==> src/rtl/demux_pkg.sv <==
// Shared types for the demux_sipo block: operating mode and fill-side FSM state.
package demux_pkg;

  typedef enum logic {
    MODE_ADDRESSED = 1'b0,
    MODE_SERIAL    = 1'b1
  } mode_t;

  typedef enum logic {
    S_IDLE = 1'b0,
    S_FILL = 1'b1
  } state_t;

endpackage

==> src/rtl/demux_onehot_dec.sv <==
// SEL_W -> 2**SEL_W one-hot lane decoder, shared by the addressed write and the serial fill pointer.
module demux_onehot_dec #(
  parameter int SEL_W = 3
) (
  input  logic [SEL_W-1:0]      sel,
  output logic [(2**SEL_W)-1:0] onehot
);

  localparam int N_OUT = 2 ** SEL_W;

  for (genvar gi = 0; gi < N_OUT; gi++) begin : g_lane
    assign onehot[gi] = (sel == SEL_W'(gi));
  end

endmodule

==> src/rtl/demux_sipo.sv <==
// Registered 1:N demultiplexer / serial-in parallel-out assembler with valid/ready handshake.
// Optional macro DEMUX_MSB_FIRST_EN: serial fill starts at the top lane and moves downward.
module demux_sipo
  import demux_pkg::*;
#(
  parameter int SEL_W  = 3,
  parameter int DATA_W = 1
) (
  input  logic                            inClk,
  input  logic                            inResetb,
  input  logic                            inMode,
  input  logic [DATA_W-1:0]               inData,
  input  logic [SEL_W-1:0]                inSel,
  input  logic                            inValid,
  output logic                            outReady,
  input  logic                            inFlush,
  output logic [(2**SEL_W)*DATA_W-1:0]    outData,
  output logic [SEL_W:0]                  outCount,
  output logic                            outValid,
  input  logic                            inReady
);

  localparam int N_OUT = 2 ** SEL_W;
  localparam int W     = N_OUT * DATA_W;

  state_t         state_reg, state_next;
  mode_t          mode_reg, mode_next, mode_eff;
  logic [SEL_W:0] count_reg, count_next;
  logic [W-1:0]   asm_reg, asm_next;
  logic [W-1:0]   data_reg, data_next;
  logic [SEL_W:0] ocount_reg, ocount_next;
  logic           valid_reg, valid_next;

  logic [SEL_W-1:0] ptr;
  logic [SEL_W-1:0] dec_sel;
  logic [N_OUT-1:0] lane_hot;
  logic [W-1:0]     asm_fill;
  logic [W-1:0]     addr_word;
  logic             free;
  logic             accept;
  logic             last_beat;
  logic             flush_now;

  // Mode is only sampled between words; a word in progress keeps its mode.
  assign mode_eff  = (state_reg == S_IDLE) ? mode_t'(inMode) : mode_reg;
  assign free      = !valid_reg | inReady;
  assign last_beat = (count_reg == (SEL_W+1)'(N_OUT - 1));

`ifdef DEMUX_MSB_FIRST_EN
  assign ptr = SEL_W'(N_OUT - 1) - count_reg[SEL_W-1:0];
`else
  assign ptr = count_reg[SEL_W-1:0];
`endif

  assign dec_sel = (mode_eff == MODE_SERIAL) ? ptr : inSel;

  demux_onehot_dec #(.SEL_W(SEL_W)) u_dec (
    .sel    (dec_sel),
    .onehot (lane_hot)
  );

  // Partial fills proceed under backpressure; only a word-emitting beat needs a free output.
  assign outReady = (mode_eff == MODE_SERIAL) ? (free | (!last_beat & !inFlush)) : free;
  assign accept   = inValid & outReady;
  assign flush_now = (mode_eff == MODE_SERIAL) & inFlush & free & ((count_reg != '0) | accept);

  for (genvar gi = 0; gi < N_OUT; gi++) begin : g_lane
    assign asm_fill[gi*DATA_W +: DATA_W]  = (accept & lane_hot[gi]) ? inData : asm_reg[gi*DATA_W +: DATA_W];
    assign addr_word[gi*DATA_W +: DATA_W] = lane_hot[gi] ? inData : '0;
  end

  always_comb begin
    state_next  = state_reg;
    mode_next   = mode_eff;
    count_next  = count_reg;
    asm_next    = asm_reg;
    data_next   = data_reg;
    ocount_next = ocount_reg;
    valid_next  = valid_reg & !inReady;
    if (mode_eff == MODE_ADDRESSED) begin
      if (accept) begin
        data_next   = addr_word;
        ocount_next = (SEL_W+1)'(1);
        valid_next  = 1'b1;
      end
    end else if ((accept & last_beat) | flush_now) begin
      data_next   = asm_fill;
      ocount_next = count_reg + {{SEL_W{1'b0}}, accept};
      valid_next  = 1'b1;
      count_next  = '0;
      asm_next    = '0;
      state_next  = S_IDLE;
    end else if (accept) begin
      asm_next   = asm_fill;
      count_next = count_reg + (SEL_W+1)'(1);
      state_next = S_FILL;
    end
  end

  always_ff @(posedge inClk or negedge inResetb) begin
    if (!inResetb) begin
      state_reg  <= S_IDLE;
      mode_reg   <= MODE_ADDRESSED;
      count_reg  <= '0;
      asm_reg    <= '0;
      data_reg   <= '0;
      ocount_reg <= '0;
      valid_reg  <= 1'b0;
    end else begin
      state_reg  <= state_next;
      mode_reg   <= mode_next;
      count_reg  <= count_next;
      asm_reg    <= asm_next;
      data_reg   <= data_next;
      ocount_reg <= ocount_next;
      valid_reg  <= valid_next;
    end
  end

  assign outData  = data_reg;
  assign outCount = ocount_reg;
  assign outValid = valid_reg;

endmodule

==> config.mk <==
export PLATFORM = sky130hd
export DESIGN_NAME = demux_sipo
export DESIGN_NICKNAME = d
export VERILOG_FILES = /design/src/rtl/demux_pkg.sv /design/src/rtl/demux_onehot_dec.sv /design/src/rtl/demux_sipo.sv
export SDC_FILE = /design/constraint.sdc
export NUM_CORES = 1
export LEC_CHECK = 0
export CAP_MARGIN = 40
export CORE_ASPECT_RATIO = 0.6
export CORE_MARGIN = 3
export CORE_UTILIZATION = 30
export DETAILED_ROUTE_END_ITERATION = 6
export MAX_ROUTING_LAYER = met4
export SLEW_MARGIN = 20
export SYNTH_ARGS = -nofsm -noshare
export SYNTH_HDL_FRONTEND = slang
export SYNTH_SLANG_ARGS = --single-unit
==> constraint.sdc <==
create_clock -name inClk -period 3 [get_ports inClk]
set_clock_uncertainty 0.15 [all_clocks]
set_input_delay 0.3 -clock inClk [delete_from_list [all_inputs] [get_ports inClk]]
set_output_delay 0.3 -clock inClk [all_outputs]
set_load 0.01 [all_outputs]
==> run_results.csv <==
group,metric,value,unit
outcome,status,"finished, final reports clean",
synth,ys_top_cells_by_area,"dfrtp_1, a31oi_1, nand2_1, o211ai_1, ha_1",
placement,dp.cells,262,
detailed_routing,ant_nets,0,
final_layout,drive_above_1_share,9.500,%
synth,synth_top_cell_by_area,"dfrtp_1",
detailed_routing,firstDrtPassIters,4,
final_layout,finish.utilization,38.25,%
global_routing,grt_pass1_vias,1353,
sta,drv_slew,0,
synth,syn_area,1668,um2
clock_network,cts_sinks,27,
floorplanning,ios,24,
power,p_switching,0.0007935,W
synth,synth_seq_cells,27,
global_routing,grt-ovfl-total,0,
floorplanning,die_h,63.76,um
clock_network,clk_pin_slew_worst_paths,0.10,ns
synth,async_reset_ff_share,100.0,%
global_routing,grt_most_used_layer,"met1",
sta,period_needed,2.708,ns
setup_path,rr_worst_depth,9,
detailed_routing,routed_via_density,5.677,
synth,synth-main-ff-cell,"dfrtp_1",
synth,synth-xor-area-share,1.050,%
power,p_seq_share,35.9,%
power,leakage,0.7807,nW
floorplanning,dieWidth,102.3,um
clock_network,cts_max_path_buffers,2,
final_layout,area_growth,19.35,%
placement,io_buffers,23,
synth,synth_simple_gate_area_share,19.13,%
sta,clock.fmax,369.3,MHz
detailed_routing,drcViolationCount,0,
synth,synthesis.nets,190,
detailed_routing,num_vias,1510,
synth,muxShareOfSynthArea,2.551,%
global_routing,track_usage,14.39,%
floorplanning,die_area,6520,um2
sta,fin_crit_sh,90.27,%
floorplanning,row_count,20,
clock_network,cts_resized,0,
sta,worst_pin_slew,0.4711,ns
power,p_clk_share,11.9,%
setup_path,rrSetupSlack,0.58,ns
setup_path,worst_ep_arrival_time,2.26,ns
synth,synth_top_family_by_area,"compound AO/OA/AOI/OAI gates",
synth,ys_types,46,
synth,synth_top_cell_area_share,40.51,%
sta,setup_viol,0,
power,p_int,0.001020,W
setup_path,worstSetupEndpointType,"primary output",
setup_path,crit_fanout,10,
synth,synth.avg_cell_area,9.476,um2
clock_network,cts_tree,"yes",
sta,rsz0062_at_grt,"false",
final_layout,diodes,0,
synth,netlist_instances,176,
floorplanning,start_util,32.04,%
synth,synth_fa_ha_area_share,3.001,%
power,powerDensity,911.2,nW/um2
clock_network,root_buffer,"clkbuf_8",
global_routing,met3_usage,3.490,%
min_path,min_path_type,"primary input to async pin",
global_routing,antenna_found_initial,0,
global_routing,grt_pass1_wl,7141,um
flow_run,cap_violations,0,
floorplanning,core,5205,um2
final_layout,fin_cells,266,
clock_network,post_cts_buffers,0,
sta,relSlewSlack,68.10,%
clock_network,insertion_delay,0.28,ns
detailed_routing,routed_wl,4440,um
global_routing,globalRouteMet1Util,23.66,%
clock_network,cts_buffers,3,
power,peakVddDrop,0.0003430,V
final_layout,final_nets,215,
setup_path,crit_type,"register to primary output",
detailed_routing,drtIter0Drc,141,
power,pwr-share-comb,52.3,%
global_routing,gr-usage-met2,17.56,%
final_layout,final_cell_mix,"dfrtp_1, clkdlybuf4s50_1, nand2_1",
synth,synth_enable_flop_cells,0,
clock_network,htree_levels,1,
setup_path,required,2.55,ns
synth,synth_seq_area_share,40.51,%
global_routing,grt_max_degree,28,
sta,setup_tns,0,ns
synth,synth_compound_area_share,27.16,%
final_layout,final_common_cell,"dfrtp_1",
clock_network,hold_buffers,0,
final_layout,fin_area,1991,um2
detailed_routing,wire_per_inst,16.69,um
power,switching_share,43.74,%
placement,post_dp_cell_area,1946,um2
placement,dp_hpwl,3262,um
sta,hold_viol_final,0,
placement,gp_congestion,0.9544,
setup_path,crit_path_start_kind,"register",
synth,yosysWarnings,0,
==> cell type report <==
| type | instances | area [um2] |
|---|---|---|
| Fill cell | 535 | 3214 |
| Multi-Input combinational cell | 132 | 882.1 |
| Sequential cell | 27 | 675.6 |
| Timing Repair Buffer | 29 | 275.3 |
| Tap cell | 66 | 82.58 |
| Clock buffer | 4 | 45.04 |
| Inverter | 8 | 30.03 |
==> Yosys cell counts (2+ instances only) <==
library cell	n
xnor2_1	2
o21ai_0	3
o211ai_1	9
o32a_1	5
o311ai_1	5
inv_1	7
dfrtp_1	27
nor2_1	12
nand2b_1	5
a31oi_1	14
nand2_1	19
buf_6	4
o21ai_1	9
mux2i_1	2
o31ai_1	2
o22ai_1	2
nand3_1	10
nor3_1	3
and2_1	3
nor4_1	2
ha_1	4
buf_2	2
nor2b_1	2
==> cell families (layout without fill, tap and decap cells) <==
logic type                 Yosys count  in the layout
AOI/OAI and AO/OA                   60             60
xor gates and xnor gates             2              2
adders and majority gates            4              4
buffers and inverters               17             41
DFF                                 27             27
muxes                                3              3
and+or+nand+nor                     63             63
==> routing by layer <==
metal	vias up	wire length, um
li1	715	-
met1	713	2299
met2	77	1640
met3	5	470
met4	0	29
met5	-	0
==> critical path: stages, from the launching register on <==
cell and delay [ns]:
dfrtp_1 0.52, ha_1 0.28, and3b_1 0.19, nor3_2 0.24, nand2b_1 0.20, clkdlybuf4s50_1 0.56
==> power by group through the flow <==
stage / Sequential (W) / Combinational, W / Clock, W
floorplan: 0.000651 / 0.000598 / 0
global placement: 0.000654 / 0.000947 / 0
detailed placement: 0.000656 / 0.000942 / 0
CTS: 0.000649 / 0.000947 / 0.000218
global route: 0.000670 / 0.00104 / 0.000234
finish: 0.000650 / 0.000948 / 0.000215
==> through the flow <==
step                hold slack (ns)  setup slack, ns  power, W
floorplan                   -0.1456           0.8142  0.001249
finish                       0.2450           0.2919  0.001814
global route                 0.2802           0.1748  0.001948
CTS                          0.2645           0.3314  0.001814
global placement             0.3585           0.5129  0.001600
detailed placement           0.3509           0.5589  0.001598
==> worst paths after layout <==
| kind | to | from |
|---|---|---|
| worst min register to register | asm_reg[7] | asm_reg[7] |
| worst max-delay path | outReady | count_reg[1] |
| worst max register to register | outCount[2] | count_reg[1] |
| max in group asynchronous | asm_reg[2] | inResetb |
| worst min-delay path | outData[3] | inResetb |
| min in group inClk | asm_reg[7] | asm_reg[7] |
Note: power is estimated with default switching activity, not from simulation.
